==> src/rtl/key_pkg.sv <==
// Shared types and constants for the push-button debounce path.
package key_pkg;

   typedef enum logic [1:0] {
      IDLE        = 2'd0,
      PRESS_CHK   = 2'd1,
      PRESSED     = 2'd2,
      RELEASE_CHK = 2'd3
   } key_state_e;

   // Stable-time count for 20 ms at 50 MHz.
   localparam int unsigned KEY_CNT_20MS = 1_000_000;

endpackage : key_pkg

==> src/rtl/key_debounce_sync_2ff.sv <==
// Two-flop synchroniser for a single asynchronous bit.
// Synchronous active-low reset loads both flops with RST_VAL.
module sync_2ff #(
   parameter logic RST_VAL = 1'b1
) (
   input  logic clk_i,
   input  logic rst_ni,
   input  logic d_i,
   output logic q_o
);

   logic s1_q;
   logic s2_q;

   always_ff @(posedge clk_i) begin
      if (!rst_ni) begin
         s1_q <= RST_VAL;
         s2_q <= RST_VAL;
      end else begin
         s1_q <= d_i;
         s2_q <= s1_q;
      end
   end

   assign q_o = s2_q;

endmodule : sync_2ff

==> src/rtl/key_debounce.sv <==
// Debounces the active-low key pin into a clean pressed level
// plus one-cycle press/release strobes.
module key_debounce
   import key_pkg::*;
#(
   parameter int unsigned CNT_MAX = KEY_CNT_20MS
) (
   input  logic clk,
   input  logic rst_n,
   input  logic key_in,
   output logic key_filter,
   output logic key_press,
   output logic key_release
);

   localparam int unsigned CNT_W = $clog2(CNT_MAX);
   localparam logic [CNT_W-1:0] CNT_LAST = CNT_W'(CNT_MAX - 1);

   logic             key_s;
   key_state_e       state_q;
   logic [CNT_W-1:0] cnt_q;
   logic             filter_q;
   logic             press_q;
   logic             release_q;

   sync_2ff #(
      .RST_VAL (1'b1)
   ) u_sync (
      .clk_i  (clk),
      .rst_ni (rst_n),
      .d_i    (key_in),
      .q_o    (key_s)
   );

   always_ff @(posedge clk) begin
      if (!rst_n) begin
         state_q   <= IDLE;
         cnt_q     <= '0;
         filter_q  <= 1'b0;
         press_q   <= 1'b0;
         release_q <= 1'b0;
      end else begin
         press_q   <= 1'b0;
         release_q <= 1'b0;
         case (state_q)
            IDLE: begin
               if (!key_s) begin
                  state_q <= PRESS_CHK;
                  cnt_q   <= '0;
               end
            end
            PRESS_CHK: begin
               if (key_s) begin
                  state_q <= IDLE;
                  cnt_q   <= '0;
               end else if (cnt_q == CNT_LAST) begin
                  state_q  <= PRESSED;
                  cnt_q    <= '0;
                  filter_q <= 1'b1;
                  press_q  <= 1'b1;
               end else begin
                  cnt_q <= cnt_q + 1'b1;
               end
            end
            PRESSED: begin
               if (key_s) begin
                  state_q <= RELEASE_CHK;
                  cnt_q   <= '0;
               end
            end
            RELEASE_CHK: begin
               // A low excursion here is bounce: fall back without touching the level.
               if (!key_s) begin
                  state_q <= PRESSED;
                  cnt_q   <= '0;
               end else if (cnt_q == CNT_LAST) begin
                  state_q   <= IDLE;
                  cnt_q     <= '0;
                  filter_q  <= 1'b0;
                  release_q <= 1'b1;
               end else begin
                  cnt_q <= cnt_q + 1'b1;
               end
            end
         endcase
      end
   end

   assign key_filter  = filter_q;
   assign key_press   = press_q;
   assign key_release = release_q;

endmodule : key_debounce

==> config.mk <==
export PLATFORM = sky130hd
export DESIGN_NAME = key_debounce
export DESIGN_NICKNAME = d
export VERILOG_FILES = /design/src/rtl/key_pkg.sv /design/src/rtl/key_debounce_sync_2ff.sv /design/src/rtl/key_debounce.sv
export SDC_FILE = /design/constraint.sdc
export NUM_CORES = 1
export LEC_CHECK = 0
export ABC_CLOCK_PERIOD_IN_PS = 2400
export BUFFER_PORTS_ARGS = -buffer_cell sky130_fd_sc_hd__buf_4
export CORE_MARGIN = 2
export CORE_UTILIZATION = 59
export DETAILED_ROUTE_END_ITERATION = 10
export MAX_ROUTING_LAYER = met4
export PLACE_DENSITY = 0.74
export SLEW_MARGIN = 10
export SYNTH_ARGS = -nofsm -noshare
export SYNTH_HDL_FRONTEND = slang
export SYNTH_HIERARCHICAL = 1
export SYNTH_SLANG_ARGS = --single-unit
==> constraint.sdc <==
create_clock -name clk -period 2.4 [get_ports clk]
set_input_delay 0.48 -clock clk [delete_from_list [all_inputs] [get_ports clk]]
set_output_delay 0.48 -clock clk [all_outputs]
set_load 0.02 [all_outputs]
==> impl_metrics.py, run 1 <==
metrics = {
    "cts": {
        "clkLatencyLatePin_ns": 0.32,
        "cts_hold_buf": 0,
        "postCtsSetupBuffers": 0,
        "htree_levels": 1,
        "cts.sinks": 27,
        "cts-resized-gates": 0,
        "clk_pin_slew_ns": 0.15,
        "cts_root_buf": "clkbuf_4",
        "cts_buffer_depth": 2,
        "numCtsBuffers": 3,
        "cts_tree": "done",
    },
    "synth": {
        "ys_warn_count": 6,
        "synth_cells": 155,
        "ys.flop_type": "dfxtp_1",
        "synth_top_area_cell": "dfxtp_1",
        "synth_seq_cells": 27,
        "synth-async-reset-ratio_pct": 0,
        "yosysUniqueCellTypes": 43,
        "avgSynthCellArea_um2": 8.61,
        "synth_top_area_share_pct": 40.5,
        "synth_area_um2": 1340,
        "ys_seq_area_share_pct": 40.5,
        "syn-num-nets": 159,
        "synth_edf_count": 0,
        "ys_top_cells_by_area": "dfxtp_1 (40%), nand2_1 (5.1%), a21oi_1 (4.5%), nand3_1 (3.7%), nor2_1 (3.7%)",
    },
    "cells_and_area": {
        "area_delta_synth_final_pct": 6.37,
        "diodes": 0,
        "drive_above_1_share_pct": 12.3,
        "final_util_pct": 65.5,
        "final_common_cell": "dfxtp_1",
        "final_cells": 190,
        "fillers": 204,
        "mostFrequentLayoutCells": "dfxtp_1 (27), nand2_1 (18), nor2_1 (13)",
        "fin_nets": 167,
    },
    "drt": {
        "drt_iter0_drc": 27,
        "drc": 0,
        "drt_wl_total_mm": 2.53,
        "wl_per_cell_um": 13.3,
        "via_per_inst": 6.01,
        "vias": 1142,
        "ant_nets": 0,
        "detail_route.first_pass.iterations": 4,
    },
    "timing": {
        "finalMaxSlewViolations": 0,
        "worst_hold_slack_ns": 0.333,
        "finalClockSkew_ns": 0.00752,
        "fmax_ghz": 0.469,
        "period_share_pct": 88.9,
        "setup_viol": 0,
        "tightest_slew_ns": 0.569,
        "hold_viol": 0,
        "fin_crit_ns": 2.13,
        "fin_setup_tns_ns": 0,
        "relSlewSlack_pct": 62.1,
        "rsz0062_at_grt": "no",
    },
    "floorplan": {
        "io_pins": 6,
        "core_um2": 2170,
        "start_util_pct": 61.5,
        "num_rows": 17,
        "die_w_um": 51.6,
        "die-height_um": 51.6,
        "dieArea_um2": 2660,
    },
    "setup_path": {
        "crit_family": "simple AND/OR/NAND/NOR gates",
        "cp.arrival_ns": 2.36,
        "setup.worst_path.class": "reg -> reg",
        "cp_cell_sequence": "or4b_4 -> nor4_4 -> a21oi_2 -> buf_4 -> a32oi_2 -> nand2_1",
        "crit_required_ns": 2.63,
        "path_max_fanout": 16,
        "critPathBufInv": 1,
        "endpoint_kind": "flop",
        "setup.worst_path.start_class": "flop",
        "cp_slowest_cell": "or4b_4",
        "cpPeakStageDelay_ns": 0.55,
    },
    "global_routing": {
        "first_global_vias": 1031,
        "gr-total-overflow": 0,
        "grt_max_degree": 17,
        "grt_pass1_wl_mm": 4.40,
        "grtUsageTotal_pct": 22.6,
        "antenna_found_initial": 0,
    },
    "power_and_ir_drop": {
        "switching_share_pct": 21.9,
        "p_int_mw": 0.520,
        "power_leakage_nw": 0.503,
        "ir_drop_mv": 0.343,
        "power_density_nw_per_um2": 469,
        "seq_power_share_pct": 67.9,
        "design_power_total_mw": 0.666,
        "clkPwrFrac_pct": 28.8,
        "switching_power_mw": 0.146,
        "comb_power_share_pct": 3.3,
    },
    "placement": {
        "dp_hpwl_mm": 1.85,
        "dp.cells": 186,
        "portBuffers": 5,
        "gp_congestion": 0.796,
    },
    "run": {
        "maxCapViolCount": 0,
    },
    "status": {
        "status": "complete, no violations",
    },
    "worst_hold_path": {
        "min_path_type": "in -> reg",
    },
}
==> registers in the layout, indices dropped and copies added, names as in the netlist, named ones only <==
name         count
state_q          1
key_press        1
u_sync/s1_q      1
key_filter       1
u_sync/q_o       1
cnt_q           20
key_release      1
==> final cells by class <==
class | instances | area, um^2 | area share (%)
Inverter | 5 | 18.8 | 1.32
Timing Repair Buffer | 7 | 52.6 | 3.70
Clock inverter | 1 | 5.00 | 0.352
Clock buffer | 3 | 22.5 | 1.59
Multi-Input combinational cell | 119 | 746 | 52.5
Tap cell | 28 | 35.0 | 2.47
Sequential cell | 27 | 541 | 38.1
==> per-layer routing <==
metal  wire, um  vias up  share of wire (%)  track usage (%)
met5          0        -                  0                -
met4         17        0               0.67             6.58
met3         69        2                2.7             3.45
met2       1170       17                 46             34.4
met1       1270      533                 50             31.3
li1           -      590                  -                -
==> cells in the mapped netlist, types with 2 or more instances <==
library cell and instances:
dfxtp_1 27, nand2_1 18, nor2_1 13, a21oi_1 12
nand3_1 10, a31oi_1 7, nand4_1 7, o21ai_0 6
inv_1 5, nand2b_1 4, and3_1 3, xnor2_1 3
a21boi_0 2, a22o_1 2, a22oi_1 2, and4_1 2
buf_6 2, clkbuf_1 2, nor2b_1 2, nor4_1 2
o2bb2ai_1 2
==> through the flow <==
step	setup slack [ns]	cell area, um^2
after global placement	0.308	1390
after floorplan	0.389	1340
after CTS	0.276	1420
after global routing	0.128	1420
after detailed placement	0.286	1390
final	0.266	1420
==> path summary, 6_finish.rpt <==
path	cells past startpoint	startpoint	slack (ns)	end
max	6	cnt_q[12]$_SDFFE_PN0P_	0.27	cnt_q[19]$_SDFFE_PN0P_
min	2	key_in	0.33	u_sync/s1_q$_SDFF_PN1_
max reg2reg	6	cnt_q[12]$_SDFFE_PN0P_	0.27	cnt_q[19]$_SDFFE_PN0P_
min reg2reg	1	u_sync/s1_q$_SDFF_PN1_	0.44	u_sync/q_o$_SDFF_PN1_
==> worst register-to-register path: stages, from the launching register on <==
cell	delay [ns]
dfxtp_1	0.40
or4b_4	0.55
nor4_4	0.37
a21oi_2	0.24
buf_4	0.26
a32oi_2	0.17
nand2_1	0.06
==> power groups by stage <==
| stage | registers, mW | logic [mW] | clock network [mW] |
|---|---|---|---|
| finish | 0.452 | 0.0222 | 0.192 |
| global route | 0.453 | 0.0252 | 0.219 |
| CTS | 0.452 | 0.0223 | 0.201 |
| detailed placement | 0.462 | 0.0224 | 0 |
| global placement | 0.462 | 0.0218 | 0 |
| floorplan | 0.462 | 0.0154 | 0 |
==> kinds of logic after synthesis <==
logic type,after synthesis,share of synthesized area [%]
AOI/OAI and AO/OA,42,21.7
xor gates and xnor gates,3,1.97
muxes,2,1.59
and+or+nand+nor,71,29.7
adders and majority gates,1,0.937
DFF,27,40.5
buffers and inverters,9,3.66
(Power assumes the default switching activity.)
==> run 2, diff against run 1 <==
Settings changed: ABC_AREA from default to 1, CORE_UTILIZATION 59 to 60, PLACE_DENSITY 0.74 to 0.75, SLEW_MARGIN 10 to default.
==> run 2 against run 1 <==
- worst hold slack worse by 0.0084 ns
- clock skew hardly changed
- critical path depth rose by 2
- global-route usage rose by 2.1 points
- combinational power increased by 5%
- clock-buffer cell count unchanged
- largest cell class unchanged
==> impl_metrics.py, run 2 <==
metrics = {
    "cells_and_area": {
        "design_area_um2": 1590,
        "final_util_pct": 65.5,
        "diodes": 0,
        "drive_above_1_share_pct": 9.88,
        "area_delta_synth_final_pct": 5.47,
        "mostFrequentLayoutCells": "nand2_1 (73), inv_1 (32), dfxtp_1 (27)",
        "regMostFlops": "cnt_q",
        "largest_register_ffs": 20,
        "final_common_cell": "nand2_1",
        "fin_nets": 248,
    },
    "timing": {
        "tightest_slew_ns": 0.424,
        "fmax_ghz": 0.604,
        "period_share_pct": 69.0,
        "hold_viol": 0,
        "finalMaxSlewViolations": 0,
        "rsz0062_at_grt": "no",
        "relSlewSlack_pct": 71.7,
        "finalClockSkew_ns": 0.00774,
        "fin_crit_ns": 1.66,
        "setup_viol": 0,
        "worst_slack_ns": 0.744,
        "fin_setup_tns_ns": 0,
    },
    "global_routing": {
        "antenna_found_initial": 0,
        "gr-total-overflow": 0,
        "grt_max_degree": 19,
        "grt_pass1_wl_mm": 5.26,
        "grtUsageTotal_pct": 24.7,
        "first_global_vias": 1267,
    },
    "synth": {
        "synth-async-reset-ratio_pct": 0,
        "synth_top_area_cell": "dfxtp_1",
        "yosysUniqueCellTypes": 29,
        "ys_seq_area_share_pct": 35.8,
        "syn-num-nets": 241,
        "synth_seq_cells": 27,
        "ys.flop_type": "dfxtp_1",
        "synth_cells": 237,
        "ys_top_cells_by_area": "dfxtp_1 (36%), nand2_1 (18%), inv_1 (8.0%), nand3_1 (6.6%), nor2_1 (5.7%)",
        "synth_most_common_cell": "nand2_1",
        "synth_edf_count": 0,
        "avgSynthCellArea_um2": 6.37,
        "synth_area_um2": 1510,
        "ys_warn_count": 6,
        "synth_top_area_share_pct": 35.8,
        "synthTopCellsByCount": "nand2_1 (73), inv_1 (32), dfxtp_1 (27), nor2_1 (23), nand3_1 (20)",
    },
    "cts": {
        "postCtsSetupBuffers": 0,
        "cts_buffer_depth": 2,
        "cts_root_buf": "clkbuf_4",
        "cts-resized-gates": 0,
        "cts.sinks": 27,
        "clk_pin_slew_ns": 0.15,
        "htree_levels": 1,
        "clkLatencyLatePin_ns": 0.33,
        "numCtsBuffers": 3,
        "cts_tree": "done",
        "cts_hold_buf": 0,
    },
    "worst_hold_path": {
        "min_path_type": "in -> reg",
    },
    "setup_path": {
        "setup.worst_path.class": "reg -> reg",
        "cp.arrival_ns": 1.93,
        "path_max_fanout": 16,
        "cp_cell_sequence": "ha_1 -> nand2_2 -> nor2_4 -> nand2_2 -> nor2_4 -> a21oi_4 -> o21ai_0 -> a21oi_1",
        "crit_required_ns": 2.67,
        "critPathBufInv": 0,
        "cp_slowest_cell": "a21oi_4",
        "endpoint_kind": "flop",
        "crit_family": "compound AO/OA/AOI/OAI gates",
        "setup.worst_path.start_class": "flop",
        "cpPeakStageDelay_ns": 0.37,
    },
    "drt": {
        "wl_per_cell_um": 11.7,
        "wl_met2_mm": 1.56,
        "vias": 1457,
        "via_per_inst": 5.34,
        "ant_nets": 0,
        "detail_route.first_pass.iterations": 4,
        "wl_met1_mm": 1.48,
        "drt_iter0_drc": 39,
        "routed-wl-met3_um": 123,
        "drt_wl_total_mm": 3.20,
        "top_layer": "met4",
        "drc": 0,
    },
    "placement": {
        "gp_congestion": 0.906,
        "portBuffers": 5,
        "dp_hpwl_mm": 2.37,
        "dp_slack_ns": 0.771,
        "place_area_um2": 1570,
    },
    "floorplan": {
        "num_rows": 18,
        "dieArea_um2": 2930,
        "die_w_um": 54.2,
        "start_util_pct": 62.1,
        "io_pins": 6,
        "core_um2": 2430,
        "die-height_um": 54.2,
    },
    "power_and_ir_drop": {
        "ir_drop_mv": 0.469,
        "power_density_nw_per_um2": 424,
        "power_leakage_nw": 0.618,
    },
    "run": {
        "maxCapViolCount": 0,
    },
    "status": {
        "status": "complete, no violations",
    },
}
==> run 2: metal layers <==
| layer | global-route usage [%] | vias to the layer above |
|---|---|---|
| met5 | - | - |
| met4 | 5.42 | 0 |
| met3 | 2.78 | 4 |
| met2 | 42.8 | 24 |
| met1 | 30.7 | 668 |
| li1 | - | 761 |
==> run 2: tightest hold or removal path, cell delays in order <==
cell and delay [ns]:
buf_4 0.08, inv_1 0.03, nand2_1 0.04
==> run 2: per-stage QoR <==
stage	cells	hold WS, ns	power, mW
floorplan	237	0.380	0.477
global placement	269	0.388	0.485
detailed placement	269	0.393	0.485
CTS	273	0.326	0.680
global route	273	0.349	0.694
finish	273	0.325	0.675
==> run 2: worst paths after layout <==
kind                          startpoint                endpoint  slack, ns  depth (start not counted)
setup reg to reg   cnt_q[1]$_SDFFE_PN0P_  cnt_q[16]$_SDFFE_PN0P_       0.74                          8
hold reg to reg   u_sync/s1_q$_SDFF_PN1_   u_sync/q_o$_SDFF_PN1_       0.43                          2
hold / removal                    key_in  u_sync/s1_q$_SDFF_PN1_       0.32                          3
setup / recovery   cnt_q[1]$_SDFFE_PN0P_  cnt_q[16]$_SDFFE_PN0P_       0.74                          8
==> run 2: cells by family (layout without fill, tap and decap cells) <==
kind of cell | Yosys count | after routing | synth area share, %
DFF | 27 | 27 | 35.8
AOI/OAI and AO/OA | 32 | 32 | 11.8
xor gates and xnor gates | 1 | 1 | 0.580
buffers and inverters | 37 | 43 | 9.78
adders and majority gates | 1 | 1 | 0.828
and+or+nand+nor | 139 | 139 | 41.3
==> run 2: final cells by class <==
type / instances / area (um^2)
Tap cell: 30 / 37.5
Timing Repair Buffer: 5 / 37.5
Clock buffer: 3 / 22.5
Sequential cell: 27 / 541
Fill cell: 231 / 840
Clock inverter: 1 / 5.00
Multi-Input combinational cell: 173 / 822
Inverter: 34 / 128
==> run 2: report_power, final <==
part           switching (mW)  leakage, nW  internal [mW]
clock network           0.137       0.0177         0.0625
logic                  0.0176        0.382        0.00583
registers             0.00178        0.218          0.451
